--- src/rtl/nibble_serial_adder.sv ---
// Area-lean WIDTH-bit adder/subtractor: one 4-bit nibble per clock, LSB first,
// with the nibble carries produced by a 4-bit carry-lookahead unit.

module cll_4bit (
    input  logic [3:0] g,
    input  logic [3:0] p,
    input  logic       cin,
    output logic [3:0] cout
);
    assign cout[0] = g[0] | (p[0] & cin);
    assign cout[1] = g[1] | (p[1] & g[0]) | (p[1] & p[0] & cin);
    assign cout[2] = g[2] | (p[2] & g[1]) | (p[2] & p[1] & g[0])
                   | (p[2] & p[1] & p[0] & cin);
    assign cout[3] = g[3] | (p[3] & g[2]) | (p[3] & p[2] & g[1])
                   | (p[3] & p[2] & p[1] & g[0]) | (p[3] & p[2] & p[1] & p[0] & cin);
endmodule

module nibble_serial_adder #(
    parameter int WIDTH = 32
) (
    input  logic             clk,
    input  logic             reset,
    input  logic             start,
    input  logic             sub,
    input  logic [WIDTH-1:0] a,
    input  logic [WIDTH-1:0] b,
    output logic             busy,
    output logic             done,
    output logic [WIDTH-1:0] sum,
    output logic             cout,
    output logic             overflow
);
    localparam int NNIB = WIDTH / 4;
    localparam int CW   = $clog2(NNIB);

    typedef enum logic [1:0] {IDLE, RUN, DONE} state_t;

    state_t              state;
    logic [NNIB-1:0][3:0] opa, opb, sum_r;
    logic                carry;
    logic [CW-1:0]       cnt;
    logic [3:0]          nib_a, nib_b, g, p, cl;
    logic                last;

    assign nib_a = opa[cnt];
    assign nib_b = opb[cnt];
    assign g     = nib_a & nib_b;
    assign p     = nib_a ^ nib_b;
    assign last  = (cnt == CW'(NNIB - 1));
    assign sum   = sum_r;

    cll_4bit u_cll (
        .g    (g),
        .p    (p),
        .cin  (carry),
        .cout (cl)
    );

    always_ff @(posedge clk or posedge reset) begin
        if (reset) begin
            state    <= IDLE;
            busy     <= 1'b0;
            done     <= 1'b0;
            sum_r    <= '0;
            cout     <= 1'b0;
            overflow <= 1'b0;
            cnt      <= '0;
            carry    <= 1'b0;
            opa      <= '0;
            opb      <= '0;
        end else begin
            case (state)
                IDLE, DONE: begin
                    done <= 1'b0;
                    if (start) begin
                        // subtract is a + ~b + 1: the +1 enters as nibble-0 carry-in
                        opa   <= a;
                        opb   <= sub ? ~b : b;
                        carry <= sub;
                        cnt   <= '0;
                        busy  <= 1'b1;
                        state <= RUN;
                    end else begin
                        state <= IDLE;
                    end
                end
                RUN: begin
                    sum_r[cnt] <= p ^ {cl[2:0], carry};
                    carry      <= cl[3];
                    cnt        <= cnt + 1'b1;
                    if (last) begin
                        cout     <= cl[3];
                        overflow <= cl[3] ^ cl[2];
                        done     <= 1'b1;
                        busy     <= 1'b0;
                        state    <= DONE;
                    end
                end
                default: state <= IDLE;
            endcase
        end
    end
endmodule

--- config.mk ---
export PLATFORM = sky130hd
export DESIGN_NAME = nibble_serial_adder
export DESIGN_NICKNAME = d
export VERILOG_FILES = /design/src/rtl/nibble_serial_adder.sv
export SDC_FILE = /design/constraint.sdc
export NUM_CORES = 1
export LEC_CHECK = 0
export ABC_AREA = 0
export CAP_MARGIN = 20
export CORE_ASPECT_RATIO = 1.2
export CORE_MARGIN = 2
export CORE_UTILIZATION = 23
export DETAILED_ROUTE_END_ITERATION = 12
export PLACE_DENSITY = 0.49
export SLEW_MARGIN = 30
export SYNTH_ARGS = -nofsm -noshare
export SYNTH_HDL_FRONTEND = slang
export SYNTH_SLANG_ARGS = --single-unit
--- constraint.sdc ---
create_clock -name clk -period 9.9 [get_ports clk]
set_input_delay 1.98 -clock clk [delete_from_list [all_inputs] [get_ports clk]]
set_output_delay 1.98 -clock clk [all_outputs]
set_load 0.02 [all_outputs]
==> results_dict.tcl <==
set metrics [dict create \
    holdWs_ns 0.476 \
    die_x_um 138 \
    whs_path_depth 2 \
    tightestPinTransition_ns 0.892 \
    clock.fmax_mhz 283 \
    placementRows 58 \
    reg2reg_slack_ns 6.36 \
    drive_above_1_share_pct 22.2 \
    synthToLayoutAreaGrowth_pct 33.1 \
    clockBufferDepth 2 \
    fin_nets 553 \
    grt_usage_pct 11.0 \
    maxSlewViolCount 0 \
    coreArea_um2 21000 \
    path_max_fanout 22 \
    reg2reg_from "cnt[2]$_DFFE_PP0P_" \
    initial_core_util_pct 23.5 \
    synthArstFlopShare_pct 100 \
    slew_headroom_pct 40.6 \
    root_buffer "clkbuf_16" \
    nFillCells 2155 \
    design_area_um2 6570 \
    fin_crit_ns 3.54 \
    synth_area_um2 4940 \
    peakVddDrop_mv 0.155 \
    power_density_nw_per_um2 377 \
    crit_type "reg -> reg" \
    dp_hpwl_um 8170 \
    synth_edf_count 0 \
    die-area_um2 22700 \
    holdPathEnd "opb[9]$_DFFE_PP0P_" \
    rsz0062_at_grt "no" \
    drt_iter0_markers 138 \
    yosysUniqueCellTypes 31 \
    reg2reg_depth 8 \
    ys_ff_latch 106 \
    overflow 0 \
    antenna_found_initial 0 \
    cts.clk_slew.worst_paths_ns 0.07 \
    critPathArrivalTime_ns 3.83 \
    fin_worst_skew_ns 0.00821 \
    post_cts_buffers 0 \
    port_buffers 103 \
    rr_endpoint "sum[31]$_DFFE_PP0P_" \
    cap_violations 0 \
    synth_area_leader_cell "dfrtp_1" \
    grt_pass1_vias 3450 \
    wl_per_cell_um 15.4 \
    synth_nets 462 \
    synthCells 387 \
    die_y_um 164 \
    dpl_cell_area_um2 6220 \
    synth_area_leaders "dfrtp_1 (54%), mux2_2 (15%), mux4_2 (7.3%), xnor2_1 (6.2%), o21ai_0 (4.5%)" \
    worstPathRequired_ns 10.19 \
    clock_latency_ns 0.35 \
    yosys-top-cells-count "dfrtp_1 (106), mux2_2 (64), nand2_1 (46)" \
    detail-route-antenna-nets 0 \
    cts-resized-gates 0 \
    worstSetupEndpointType "flop" \
    htreeDepth 3 \
    setup_viol 0 \
    grt_pass1_wl_um 18600 \
    pre_cts_ws_ns 6.00 \
    synth_most_common_cell "dfrtp_1" \
    clock_sinks 106 \
    fin_setup_tns_ns 0 \
    boundaryPins 104 \
    synth_top_area_share_pct 53.7 \
    vias_per_cell 4.20 \
    cts_tree "yes" \
    routed_wl_um 11600 \
    crit_path_start_kind "flop" \
    p_leak_nw 2.68 \
    hold_viol_final 0 \
    grt_max_degree 99 \
    synth_warnings 0 \
    cts_hold_buf 0 \
    hp-class "reg -> reg" \
    min_from "opb[9]$_DFFE_PP0P_" \
    vias 3159 \
    route.detailed.drc 0 \
    avgSynthCellArea_um2 12.8 \
    synth_flop_cell "dfrtp_1" \
    period_share_pct 35.7 \
    status "finished, final reports clean" \
    antenna_cells 0 \
    cts_made_buffers 9 \
    finalWorstSetupSlack_ns 6.36 \
    gp_congestion 0.684 \
    firstDrtPassIters 4 \
    yosysSeqAreaShare_pct 53.7 \
]
==> area by class of cell <==
cell class / instances / area (um2) / share of cell area (%)
Sequential cell: 106 / 2650 / 40.4
Multi-Input combinational cell: 246 / 2140 / 32.6
Timing Repair Buffer: 107 / 1080 / 16.4
Tap cell: 270 / 338 / 5.14
Clock buffer: 10 / 239 / 3.64
Clock inverter: 6 / 88.8 / 1.35
Inverter: 8 / 32.5 / 0.495
==> registers in the layout, indices dropped and copies added, names as in the netlist <==
| signal | flops |
|---|---|
| overflow | 1 |
| sum | 32 |
| busy | 1 |
| carry | 1 |
| state | 2 |
| cnt | 3 |
| done | 1 |
| cout | 1 |
| opb | 32 |
| opa | 32 |
==> critical path: stages (launching register included) <==
cell and delay (ns):
dfrtp_2 0.72, mux4_2 0.58, mux2i_1 0.33, inv_1 0.09, ha_1 0.31, a211oi_1 0.07, o21bai_1 0.38, xor2_1 0.69
mux2_2 0.29
==> power breakdown <==
group | leakage [nW] | switching [mW] | internal [mW]
sequential | 1.28 | 0.127 | 0.651
clock | 0.155 | 0.165 | 0.229
combinational | 1.25 | 0.692 | 0.612
total | 2.68 | 0.984 | 1.49
==> through the flow <==
step / std cells / utilization [%] / power [mW]
5_1_grt: 753 / 31.2 / 2.67
6_report: 753 / 31.2 / 2.47
4_1_cts: 752 / 31.1 / 2.53
3_5_place_dp: 736 / 29.5 / 2.13
3_3_place_gp: 736 / 29.5 / 2.06
2_1_floorplan: 387 / - / 1.58
==> cell families after synthesis <==
group	Yosys count	share of synthesized area [%]
simple gates	64	5.93
buf+inv	35	3.30
fa+ha+maj	7	1.93
flops	106	53.7
mux	86	23.1
compound gates	53	5.60
xor+xnor	36	6.39
==> worst max path at each step <==
| stage | endpoint | slack, ns | from | cells past startpoint |
|---|---|---|---|---|
| after floorplan | busy$_DFFE_PP0P_ | 5.13 | reset | 1 |
| after global placement | sum[23]$_DFFE_PP0P_ | 5.98 | cnt[2]$_DFFE_PP0P_ | 8 |
| after detailed placement | opa[24]$_DFFE_PP0P_ | 6.00 | start | 3 |
| after CTS | sum[15]$_DFFE_PP0P_ | 6.27 | cnt[2]$_DFFE_PP0P_ | 8 |
| after global routing | sum[7]$_DFFE_PP0P_ | 6.10 | cnt[2]$_DFFE_PP0P_ | 8 |
| final | sum[31]$_DFFE_PP0P_ | 6.36 | cnt[2]$_DFFE_PP0P_ | 8 |
==> layout by cell type, fill, tap and decap left out, drive strengths merged <==
| master | synthesis | routed |
|---|---|---|
| clkdlybuf4s50 | 0 | 102 |
| or4 | 1 | 1 |
| mux2 | 64 | 64 |
| nor2 | 4 | 4 |
| nor3 | 1 | 1 |
| fa | 1 | 1 |
| a21o | 1 | 1 |
| clkinvlp | 0 | 2 |
| nand3 | 1 | 1 |
| nand3b | 1 | 1 |
| bufinv | 0 | 2 |
| or4b | 2 | 2 |
| nand2b | 5 | 5 |
| or3 | 1 | 1 |
| o22ai | 1 | 1 |
| xor2 | 1 | 1 |
| mux2i | 6 | 6 |
| clkinv | 0 | 1 |
| buf | 15 | 5 |
| a21oi | 4 | 4 |
| mux4 | 16 | 16 |
| nor3b | 2 | 2 |
| o21bai | 1 | 1 |
| inv | 8 | 9 |
| clkbuf | 12 | 10 |
| xnor2 | 35 | 35 |
| dfrtp | 106 | 106 |
| ha | 6 | 6 |
| o21ai | 44 | 44 |
| nand2 | 46 | 46 |
| a211oi | 2 | 2 |
==> per-layer routing <==
metal	GRT usage [%]	part of all wire [%]	up-vias	wire [um]
li1	-	-	1525	-
met1	13.6	43	1555	4940
met2	18.6	51	65	5940
met3	2.52	4.3	14	499
met4	4.36	1.9	0	223
met5	0	0	-	0
(Power assumes the default switching activity.)
==> RTL edit: new RTL, same settings <==
The parameter `WIDTH` goes from 32 to 16.
--- a/src/rtl/nibble_serial_adder.sv
+++ b/src/rtl/nibble_serial_adder.sv
@@ -16,7 +16,7 @@
 endmodule
 
 module nibble_serial_adder #(
-    parameter int WIDTH = 32
+    parameter int WIDTH = 16
 ) (
     input  logic             clk,
     input  logic             reset,
Interface: changed (resized a, b and sum); port bits go from 104 to 56. No check against the original RTL was run, so the function may have changed too.
==> RTL edit against the unedited design <==
  * Critical path type is now in2reg
  * Sequential power fell by 44%
  * Largest cell class unchanged
  * Hold slack worse by 0.0032 ns
  * Sequential cell count decreased by 49
  * Utilization grew 0.43 points
  * Routed wire length fell by 47%
  * Total power is 42% lower
  * Highest routed layer unchanged
  * Critical endpoint is now carry
  * Synthesized area shrank 42%
  * Worst setup slack better by 0.25 ns
  * Final cell count shrank 39%
  * Register-to-register slack better by 0.61 ns
  * Final area down 41%
==> RTL edit: results (changes against the unedited design) <==
Worst setup path
  – CP max-delay cell: clkdlybuf4s50_1 (was dfrtp_2)
  – Crit path from: sub (was cnt[2])
  – R2R depth: 5 (was 8)
  – Worst r2r src: cnt[0] (was cnt[2])
  – Reg-to-reg endpoint: cout (was sum[31])
  – CP max stage delay: 0.87 ns (was 0.72 ns)
  – FF-to-FF setup slack: 6.97 ns (was 6.36 ns)
  – Family with the most delay on the worst path: buffers and inverters (was multiplexers)
  – Crit Path Max Fanout: 17 (was 22)

Detailed routing
  – Met1 wire length: 2828 um (was 4943 um)
  – WL final: 6164 um (was 11600 um)
  – Starting DRT DRC Count: 60 (was 138)
  – Total number of vias: 1927 (was 3159)
  – Routed wl met2: 2989 um (was 5936 um)
  – Met3 wire len: 246 um (was 499 um)

Hold path
  – Hold Path Depth: 2 (unchanged)
  – Hold path start: opb[13] (was opb[9])
  – Hold endpoint: opb[13] (was opb[9])

Global routing
  – Met1 usage: 0.1335 (was 0.1365)
  – Vias in the first global route: 2085 (was 3450)
  – Largest net degree at the start of global routing: 58 (was 99)
  – Gr usage total: 0.1032 (was 0.1105)
  – Met2 global-route usage: 0.1648 (was 0.1863)
  – Grt met3 use: 0.02621 (was 0.02517)
  – First-pass GRT wire length: 10700 um (was 18600 um)

CTS
  – Clock-pin transition on the worst setup and hold timing paths: 0.05 ns (was 0.07 ns)
  – Worst skew pair latency: 0.32 ns (was 0.35 ns)

Logic synthesis
  – Register area share after synthesis: 0.4957 (was 0.5374)
  – Synthesized netlist cell count: 241 (was 387)
  – Syn nets: 286 (was 462)
  – Post-synthesis cell type count: 34 (was 31)
  – Top cells by count, synth: dfrtp_1 (57), nand2_1 (34), o21ai_1 (23), mux2_1 (17), xnor2_1 (17) (was dfrtp_1 (106), mux2_2 (64), nand2_1 (46), o21ai_0 (44), xnor2_1 (35))
  – Synth top area cells: dfrtp_1 (50%), mux2_1 (6.7%), mux4_2 (6.3%) (was dfrtp_1 (54%), mux2_2 (15%), mux4_2 (7.3%))

Place
  – Post-DP Area: 3535 sq um (was 6216 sq um)
  – Pre-CTS setup slack: 6.075 ns (was 5.999 ns)
  – Placed Cells: 442 (was 736)
  – IO Port Bufs: 55 (was 103)
  – Post-DP HPWL: 4469 um (was 8171 um)
  – RD Place Congestion: 0.6828 (was 0.6840)

Cells and area
  – Net count, final: 337 (was 553)
  – Fraction of layout cells with a size suffix above 1: 0.1145 (was 0.2215)
  – Non-Filler Instances: 458 (was 753)

Power
  – Leak pwr: 1.634 nW (was 2.681 nW)
  – Combinational logic power: 0.669 mW (was 1.30 mW)
  – Cell Pwr Density: 371.4 nW/um^2 (was 376.6 nW/um^2)
  – Peak VDD IR: 0.1407 mV (was 0.1553 mV)
  – Sequential power share: 0.305 (was 0.314)
  – Switching part of the total: 0.3884 (was 0.3974)

STA
  – Worst Tran Pin Value: 0.8786 ns (was 0.8916 ns)
  – Final Skew: 0.005735 ns (was 0.008213 ns)
  – Worst hold slack: 0.4728 ns (was 0.4760 ns)

Outcome
  – Outcome: complete, no violations (unchanged)
## RTL edit: worst max-delay path by stage
stage	end	slack, ns
floorplan	busy	6.52
global placement	opa[9]	6.12
detailed placement	opa[7]	6.07
CTS	opa[5]	6.42
global route	carry	6.46
finish	carry	6.61
## RTL edit: kinds of logic after synthesis
| kind of cell | after synthesis | share of synthesized area |
|---|---|---|
| and+or+nand+nor | 57 | 0.1087 |
| adders and majority gates | 9 | 0.04174 |
| AOI/OAI and AO/OA | 42 | 0.09130 |
| DFF | 57 | 0.4957 |
| xor gates and xnor gates | 18 | 0.05478 |
| buffers and inverters | 24 | 0.04695 |
| muxes | 34 | 0.1609 |
## RTL edit: cell type report
type                            count  area [sq um]
Fill cell                        1251          8315
Clock inverter                      6         82.58
Multi-Input combinational cell    160          1324
Inverter                            8         30.03
Timing Repair Buffer               56         558.0
Clock buffer                       10         229.0
Tap cell                          161         201.4
Sequential cell                    57          1426
